### config.mk
export PLATFORM = sky130hd
export DESIGN_NAME = vliw_scoreboard_flat
export DESIGN_NICKNAME = d
export VERILOG_FILES = /design/src/rtl/vliw_scoreboard_pkg.sv /design/src/rtl/vliw_scoreboard_if.sv /design/src/rtl/vliw_sb_check.sv /design/src/rtl/vliw_scoreboard.sv /design/src/flat_wrapper.sv
export SDC_FILE = /design/constraint.sdc
export NUM_CORES = 2
export LEC_CHECK = 0
export BUFFER_PORTS_ARGS = -buffer_cell sky130_fd_sc_hd__buf_2
export CORE_UTILIZATION = 44
export DETAILED_ROUTE_END_ITERATION = 8
export MAX_ROUTING_LAYER = met4
export PLACE_DENSITY = 0.66
export SYNTH_ARGS = -nofsm -noshare
export SYNTH_HDL_FRONTEND = slang
export SYNTH_SLANG_ARGS = --single-unit
### constraint.sdc
create_clock -name clk -period 6.95 [get_ports clk]
set_clock_uncertainty 0.1 [all_clocks]
set_input_delay 0.3475 -clock clk [delete_from_list [all_inputs] [get_ports clk]]
set_output_delay 0.3475 -clock clk [all_outputs]
set_load 0.05 [all_outputs]
### src/rtl/vliw_scoreboard_pkg.sv
// vliw_pkg: shared sizing, types and helpers for the VLIW register scoreboard.
//   NSLOT  issue slots per bundle
//   NREG   architectural registers (int and float unified)
//   MAXLAT maximum result latency in cycles
//   REGW/LATW/SLW derived widths of a register index, a latency count and a slot index
package vliw_pkg;
  localparam int NSLOT  = 4;
  localparam int NREG   = 64;
  localparam int MAXLAT = 4;
  localparam int REGW   = $clog2(NREG);
  localparam int LATW   = $clog2(MAXLAT + 1);
  localparam int SLW    = $clog2(NSLOT);

  typedef logic [SLW-1:0]  slot_t;
  typedef logic [REGW-1:0] reg_t;
  typedef logic [LATW-1:0] lat_t;

  typedef struct packed {
    logic  valid;
    slot_t slot;
  } fwd_sel_t;

  // Latency 0 behaves like 1; anything beyond MAXLAT is clamped.
  function automatic lat_t eff_lat(input lat_t l);
    if (l == lat_t'(0)) return lat_t'(1);
    if (l > lat_t'(MAXLAT)) return lat_t'(MAXLAT);
    return l;
  endfunction
endpackage

### src/rtl/vliw_scoreboard_if.sv
// vliw_scoreboard_if: decode <-> scoreboard bundle interface.
//   master (decode): drives stall, flush, issue_valid, rs1, rs2, rs_use, rd, rd_we, lat;
//                    receives dec_stall, fwd1_valid/slot, fwd2_valid/slot
//   slave (scoreboard): the mirror image
// Per-slot fields are packed, slot k at [k*W +: W]; rs_use bit 2k is rs1, 2k+1 is rs2.
interface vliw_scoreboard_if;
  import vliw_pkg::*;

  logic                    stall;
  logic                    flush;
  logic                    issue_valid;
  logic [NSLOT*REGW-1:0]   rs1;
  logic [NSLOT*REGW-1:0]   rs2;
  logic [2*NSLOT-1:0]      rs_use;
  logic [NSLOT*REGW-1:0]   rd;
  logic [NSLOT-1:0]        rd_we;
  logic [NSLOT*LATW-1:0]   lat;
  logic                    dec_stall;
  logic [NSLOT-1:0]        fwd1_valid;
  logic [NSLOT*SLW-1:0]    fwd1_slot;
  logic [NSLOT-1:0]        fwd2_valid;
  logic [NSLOT*SLW-1:0]    fwd2_slot;

  modport master (
    output stall, flush, issue_valid, rs1, rs2, rs_use, rd, rd_we, lat,
    input  dec_stall, fwd1_valid, fwd1_slot, fwd2_valid, fwd2_slot
  );

  modport slave (
    input  stall, flush, issue_valid, rs1, rs2, rs_use, rd, rd_we, lat,
    output dec_stall, fwd1_valid, fwd1_slot, fwd2_valid, fwd2_slot
  );
endinterface

### src/rtl/vliw_sb_check.sv
// vliw_sb_check: combinational hazard check for one source operand.
//   cnt    cycles until the source's value reaches its forwarding bus
//   prod   slot that produces it
//   src    source register index (r0 is never busy)
//   use_op operand is actually read
//   stall  value not available in time for execute
//   sel    forwarding select (valid + producing slot), zero when not forwarding
module vliw_sb_check
  import vliw_pkg::*;
(
  input  lat_t     cnt,
  input  slot_t    prod,
  input  reg_t     src,
  input  logic     use_op,
  output logic     stall,
  output fwd_sel_t sel
);

  always_comb begin
    stall = 1'b0;
    sel   = '0;
    if (use_op && src != reg_t'(0)) begin
      if (cnt > lat_t'(1)) begin
        stall = 1'b1;
      end else if (cnt == lat_t'(1)) begin
        sel.valid = 1'b1;
        sel.slot  = prod;
      end
    end
  end

endmodule

### src/rtl/vliw_scoreboard.sv
// vliw_scoreboard: per-register in-flight latency tracker for the decode stage.
//   clk, rst  clock and synchronous active-high reset
//   sb        slave side of vliw_scoreboard_if (bundle in, stall/forward selects out)
// cnt_q[r] counts cycles until r's result is on forwarding bus prod_q[r];
// 0 means the register file already holds it.
module vliw_scoreboard
  import vliw_pkg::*;
(
  input  logic               clk,
  input  logic               rst,
  vliw_scoreboard_if.slave   sb
);

  lat_t  cnt_q  [NREG];
  slot_t prod_q [NREG];
  lat_t  cnt_d  [NREG];
  slot_t prod_d [NREG];

  reg_t     rs1_k [NSLOT];
  reg_t     rs2_k [NSLOT];
  reg_t     rd_k  [NSLOT];
  lat_t     eff   [NSLOT];
  logic     [2*NSLOT-1:0] op_stall;
  fwd_sel_t op_sel [2*NSLOT];
  logic     [NSLOT-1:0] waw;
  logic     fire;

  for (genvar k = 0; k < NSLOT; k++) begin : g_slot
    assign rs1_k[k] = sb.rs1[k*REGW +: REGW];
    assign rs2_k[k] = sb.rs2[k*REGW +: REGW];
    assign rd_k[k]  = sb.rd[k*REGW +: REGW];
    assign eff[k]   = eff_lat(sb.lat[k*LATW +: LATW]);

    vliw_sb_check u_chk1 (
      .cnt    (cnt_q[rs1_k[k]]),
      .prod   (prod_q[rs1_k[k]]),
      .src    (rs1_k[k]),
      .use_op (sb.rs_use[2*k]),
      .stall  (op_stall[2*k]),
      .sel    (op_sel[2*k])
    );

    vliw_sb_check u_chk2 (
      .cnt    (cnt_q[rs2_k[k]]),
      .prod   (prod_q[rs2_k[k]]),
      .src    (rs2_k[k]),
      .use_op (sb.rs_use[2*k+1]),
      .stall  (op_stall[2*k+1]),
      .sel    (op_sel[2*k+1])
    );

    // A new write must not land at or before an older in-flight one to the same rd.
    assign waw[k] = sb.rd_we[k] && (rd_k[k] != reg_t'(0)) &&
                    (cnt_q[rd_k[k]] != lat_t'(0)) && (cnt_q[rd_k[k]] >= eff[k]);
  end

  always_comb begin
    sb.dec_stall  = sb.issue_valid & ((|op_stall) | (|waw));
    sb.fwd1_valid = '0;
    sb.fwd1_slot  = '0;
    sb.fwd2_valid = '0;
    sb.fwd2_slot  = '0;
    if (sb.issue_valid) begin
      for (int k = 0; k < NSLOT; k++) begin
        sb.fwd1_valid[k]             = op_sel[2*k].valid;
        sb.fwd1_slot[k*SLW +: SLW]   = op_sel[2*k].slot;
        sb.fwd2_valid[k]             = op_sel[2*k+1].valid;
        sb.fwd2_slot[k*SLW +: SLW]   = op_sel[2*k+1].slot;
      end
    end
  end

  assign fire = sb.issue_valid & ~sb.dec_stall & ~sb.stall & ~sb.flush & ~rst;

  // Everything drains by one; issuing slots then overwrite, ascending so the
  // highest slot writing a shared rd wins.
  always_comb begin
    for (int r = 0; r < NREG; r++) begin
      cnt_d[r]  = (cnt_q[r] != lat_t'(0)) ? cnt_q[r] - lat_t'(1) : lat_t'(0);
      prod_d[r] = prod_q[r];
    end
    if (fire) begin
      for (int k = 0; k < NSLOT; k++) begin
        if (sb.rd_we[k] && rd_k[k] != reg_t'(0)) begin
          cnt_d[rd_k[k]]  = eff[k];
          prod_d[rd_k[k]] = slot_t'(k);
        end
      end
    end
  end

  always_ff @(posedge clk) begin
    if (rst) begin
      for (int r = 0; r < NREG; r++) begin
        cnt_q[r]  <= '0;
        prod_q[r] <= '0;
      end
    end else if (!sb.stall) begin
      for (int r = 0; r < NREG; r++) begin
        cnt_q[r]  <= cnt_d[r];
        prod_q[r] <= prod_d[r];
      end
    end
  end

endmodule
### src/flat_wrapper.sv
// flat-port wrapper written by rule: the top's interface ports become plain ports
module vliw_scoreboard_flat import vliw_pkg::*;
  (clk, rst, sb_stall, sb_flush, sb_issue_valid, sb_rs1, sb_rs2, sb_rs_use, sb_rd, sb_rd_we, sb_lat, sb_dec_stall, sb_fwd1_valid, sb_fwd1_slot, sb_fwd2_valid, sb_fwd2_slot);
  vliw_scoreboard_if sb_i ();
  input  logic clk;
  input  logic rst;
  input wire logic [$bits(sb_i.stall)-1:0] sb_stall;
  input wire logic [$bits(sb_i.flush)-1:0] sb_flush;
  input wire logic [$bits(sb_i.issue_valid)-1:0] sb_issue_valid;
  input wire logic [$bits(sb_i.rs1)-1:0] sb_rs1;
  input wire logic [$bits(sb_i.rs2)-1:0] sb_rs2;
  input wire logic [$bits(sb_i.rs_use)-1:0] sb_rs_use;
  input wire logic [$bits(sb_i.rd)-1:0] sb_rd;
  input wire logic [$bits(sb_i.rd_we)-1:0] sb_rd_we;
  input wire logic [$bits(sb_i.lat)-1:0] sb_lat;
  output wire logic [$bits(sb_i.dec_stall)-1:0] sb_dec_stall;
  output wire logic [$bits(sb_i.fwd1_valid)-1:0] sb_fwd1_valid;
  output wire logic [$bits(sb_i.fwd1_slot)-1:0] sb_fwd1_slot;
  output wire logic [$bits(sb_i.fwd2_valid)-1:0] sb_fwd2_valid;
  output wire logic [$bits(sb_i.fwd2_slot)-1:0] sb_fwd2_slot;
  assign sb_i.stall = sb_stall;
  assign sb_i.flush = sb_flush;
  assign sb_i.issue_valid = sb_issue_valid;
  assign sb_i.rs1 = sb_rs1;
  assign sb_i.rs2 = sb_rs2;
  assign sb_i.rs_use = sb_rs_use;
  assign sb_i.rd = sb_rd;
  assign sb_i.rd_we = sb_rd_we;
  assign sb_i.lat = sb_lat;
  assign sb_dec_stall = sb_i.dec_stall;
  assign sb_fwd1_valid = sb_i.fwd1_valid;
  assign sb_fwd1_slot = sb_i.fwd1_slot;
  assign sb_fwd2_valid = sb_i.fwd2_valid;
  assign sb_fwd2_slot = sb_i.fwd2_slot;
  vliw_scoreboard u_core (.clk(clk), .rst(rst), .sb(sb_i));
endmodule
[Yosys cells after proc, flatten, opt, wreduce, memory -nomap -nowiden]
Memory sizes are Yosys's and may differ from the RTL's.
Cells that the tools add are included.
Word-level totals
  output and inout bits: 25
  memory bits (writable): 320
  memories kept: 2
  register bits: 0
Cells by class
  muxes and demuxes: 305
  add/subtract/negate cells: 64
  $lt $le $gt $ge: 24
  bitwise gates (word level): 151
  reductions and logical operators: 110
  equal/unequal tests: 8
Memories
  u_core.cnt_q: depth 64, width 3, read ports 76, clocked after Yosys merged registers in 0, wr ports 64, line vliw_scoreboard.sv:14  | lat_t cnt_q [NREG];
  u_core.prod_q: depth 64, width 2, read ports 72, clocked after Yosys merged registers in 0, wr ports 64, line vliw_scoreboard.sv:15  | slot_t prod_q [NREG];
Operators with widths (count)
  $mux W192: 8
  $mux W128: 8
  $bwmux W192: 4
  $mux W3: 172
  $reduce_bool A3 Y1: 68
  $sub A3 B1 Y3 const B: 64
  $mux W2: 68
  $or A1 B1 Y1: 129
  $and A128 B128 Y128: 1
  $and A64 B64 Y64: 2
  $not A128 Y128: 1
  $not A64 Y64: 2
  $or A128 B128 Y128: 1
  $or A64 B64 Y64: 2
  $demux W3 S6: 4
  $reduce_bool A6 Y1: 12
  $demux W2 S6: 4
  $mux W1: 33
  $ge A7 B7 Y1 const B: 4
  $lt A7 B1 Y1 const B: 4
  $not A6 Y7: 4
  $eq A3 B1 Y1 const B: 8
  $gt A3 B1 Y1 const B: 8
  $logic_and A1 B1 Y1: 24
  other kinds (9): 27

[Longest topological paths before layout]
  word-level depth: 26
  depth in mapped cells: 22
  gate-level depth less buffers: 15

[Modules after synthesis]
A second synthesis with hierarchy kept.
Unflattened totals
  cells, all modules: 5688
  area total of the unflattened synthesis: 55441.9 um^2
Modules (own cells, without submodules)
  vliw_scoreboard: cells an instance 5608, times used 1, area an instance 54721.2 um^2
  vliw_sb_check: cells an instance 10, times used 8, area an instance 90.1 um^2

[Least setup slack after synthesis]
OpenSTA, ideal clock, no wires.
  kind: input port to flip-flop
  from: input rst
  to: memory u_core.cnt_q[0][0] (netlist name) (enable)
  setup slack: 0.567 ns
  required time: 6.264 ns
  stages: 4
  path buffers: 3
  data arrival time: 5.697 ns
  path through: clkbuf_1 -> clkbuf_1 -> clkbuf_1 -> nand2b_1
RTL lines
  start: declaration: line flat_wrapper.sv:6  | input logic rst;
  end: declaration: line vliw_scoreboard.sv:14

==> metrics.yaml <==
finish:
  syn_to_final_growth_pct: 6.99
  drive_above_1_share_pct: 22.6
  fin_nets: 5871
  multi_input_area_sq_mm: 0.0392
  final-seq-area_sq_mm: 0.00961
  nFillCells: 11109
  stdcell_count: 7241
yosys:
  synth_area_per_cell_sq_um: 8.94
  yosysUniqueCellTypes: 88
  synth_top_flop_cell: "edfxtp_1"
  synth_area_sq_mm: 0.0519
  ys_async_sr_fraction_pct: 0
  synth_area_leaders: "mux4_2, edfxtp_1, nand2_1, nor2_1, a21oi_1"
  synthesis.instances: 5806
  ys_ff_latch: 320
  synth_common_cells: "nand2_1, mux4_2, nor2_1"
  synth_area_leader_cell: "mux4_2"
  synth.net_count: 6047
  synth_most_common_cell: "nand2_1"
  ys.warnings.count: 0
  synth.top_cell.area_share_pct: 27.8
  synth-seq-area-share_pct: 18.5
  synth-edff-count: 320
grt:
  antenna_found_initial: 49
  use_met3_pct: 29.0
  globalRouteMet2Util_pct: 70.4
  grt_pass1_wl_mm: 445
  overflow: 0
  use_met1_pct: 63.7
  globalRouteTotalUtil_pct: 55.0
  grt_pass1_vias: 53059
  top_usage_layer: "met2"
  grt_max_degree: 89
sta:
  finalHoldViolations: 0
  report.final.slew_viol_count: 0
  post-route-period-util_pct: 89.5
  post-route-min-period_ns: 6.22
  rsz0062_at_grt: "no"
  fmax_ghz: 0.161
  relSlewSlack_pct: 4.48
  fin_setup_tns_ns: 0
  setup_viol_count_final: 0
  worstMarginPinSlew_ns: 1.43
worst_setup_path:
  end_kind: "output pin"
  crit_fanout: 16
  arrival_ns: 5.77
  critical_path_class: "reg -> out"
  crit_required_ns: 6.50
  crit_path_start_kind: "register"
hold_path:
  holdCritPathClass: "in -> reg"
clocking:
  cts_tree: "built"
  cts_setup_buffers: 0
  worstSkewPairLatency_ns: 0.65
  clk_pin_slew_ns: 0.06
  cts.path.max_buffers: 3
  cts_resized: 0
  cts_max_level: 2
  numCtsBuffers: 41
  cts-root-buf: "clkbuf_16"
  hold_buffers: 0
  cts.sinks: 320
floorplanning:
  rows: 125
  fp.dieW_microns: 346
  core_area_sq_mm: 0.117
  dieArea_sq_mm: 0.119
  initial_core_util_pct: 44.6
  ios: 126
  die_h_microns: 346
place:
  place_hpwl_mm: 232
  post-place-cells: 7111
  place.gp.congestion: 1.17
  port_buffers: 125
outcome:
  violations: "DRC"
  outcome: "finished with violations"
pwr:
  switching_share_pct: 45.4
  combPwrFrac_pct: 44.4
  seqPwrFrac_pct: 31.8
  powerDensity_mw_per_mm2: 168
  p_sw_mw: 4.23
  intPower_mw: 5.08
  leakagePower_nw: 20.1
  ir_drop_v: 0.000135
  power_frac_clock_pct: 23.8
routing:
  drc: 17
  routedWlPerCell_microns: 45.4
  vias: 59048
  wl_mm: 329
  drt_first_pass_iters: 9
  drt_iter0_markers: 11853
  postRouteAntennaNets: 0
  avgViaCountPerCell: 8.15
flow_run:
  cap_violations: 0
[worst max-delay path, cell delays in order, from the launching register on]
cell	delay [ns]
edfxtp_1	0.88
mux4_2	0.64
mux2i_1	0.31
nor2_1	0.27
a221o_1	0.36
nor4_2	0.29
ha_1	0.29
nand2b_1	0.14
a21o_1	0.17
a21oi_1	0.14
nor2_1	0.12
a2111oi_2	0.35
buf_4	0.21
nand4_1	0.25
o31a_1	0.48
buf_2	0.25
[power groups by stage]
stage	clock [mW]	sequential [mW]	combinational, mW
2_1_floorplan	0	2.52	2.54
3_3_place_gp	0	2.88	3.83
3_5_place_dp	0	2.89	3.85
4_1_cts	2.18	2.85	3.87
5_1_grt	2.24	2.89	4.18
6_report	2.22	2.96	4.13
[cells by family after synthesis]
| kind of cell | Yosys count | share of synthesized area (%) |
|---|---|---|
| AO/OA/AOI/OAI | 1604 | 20.2 |
| adder cells (fa/ha/maj) | 140 | 3.37 |
| buffers and inverters | 794 | 6.31 |
| flip-flops | 320 | 18.5 |
| multiplexers | 962 | 34.3 |
| AND/OR/NAND/NOR | 1986 | 17.3 |
[cell usage in the layout, fill, tap and decap left out, types with 62 or more instances in the layout]
cell type  netlist  layout
nand2_1        658     657
mux2i_1        219     219
edfxtp_1       320     320
buf_2           78     106
mux2_2          92      92
nor3_1         156     151
o211ai_1       236     236
o31ai_1         66      66
a211oi_1       187     186
nor2_1         632     631
a21oi_1        458     457
and2_1          69      69
buf_4           20     267
mux4_2         641     641
inv_1          177     177
nor2b_1         65      62
nand3_1        156     155
o21ai_0        265     265
ha_1           140     140
[worst paths after layout]
| path | slack [ns] | endpoint | cells after the start | startpoint |
|---|---|---|---|---|
| setup / recovery | 0.73 | sb_dec_stall | 15 | u_core.cnt_q[54][0] |
| setup reg to reg | 1.27 | u_core.cnt_q[30][0] | 16 | u_core.cnt_q[54][0] |
| hold reg to reg | 0.71 | u_core.prod_q[0][0] | 1 | u_core.prod_q[0][0] |
| hold / removal | 0.21 | u_core.prod_q[42][0] | 2 | rst |
[flip-flops by register name, indices dropped and copies added, names as in the netlist]
signal,flops
u_core.prod_q,128
u_core.cnt_q,192
[layer usage]
layer / vias up / share of wire (%)
met3: 1747 / 19
met2: 6469 / 38
met5: - / 0
met4: 0 / 10
li1: 22303 / -
met1: 28529 / 32
[per-stage QoR]
step | power, mW | util [%] | cell area (sq um) | hold slack [ns] | setup WS, ns
4_1_cts | 8.90 | 47.6 | 55400 | 0.185 | 0.970
3_3_place_gp | 6.71 | 46.5 | 54100 | 0.672 | 1.24
2_1_floorplan | 5.05 | - | 51900 | 0.547 | 0.567
3_5_place_dp | 6.74 | 46.5 | 54100 | 0.673 | 1.21
5_1_grt | 9.31 | 47.6 | 55500 | 0.213 | 0.642
6_report | 9.31 | 47.7 | 55600 | 0.214 | 0.729
[cell type report]
type / instances / area share (%)
antenna: 57 / 0.257
clock buffer: 53 / 1.97
sequential: 320 / 17.3
tap: 1524 / 3.43
clock inverter: 20 / 0.300
inverter: 192 / 1.30
timing repair buffer: 383 / 4.91
multi-input combinational: 4692 / 70.5
Note: power is estimated with default switching activity, not from simulation.
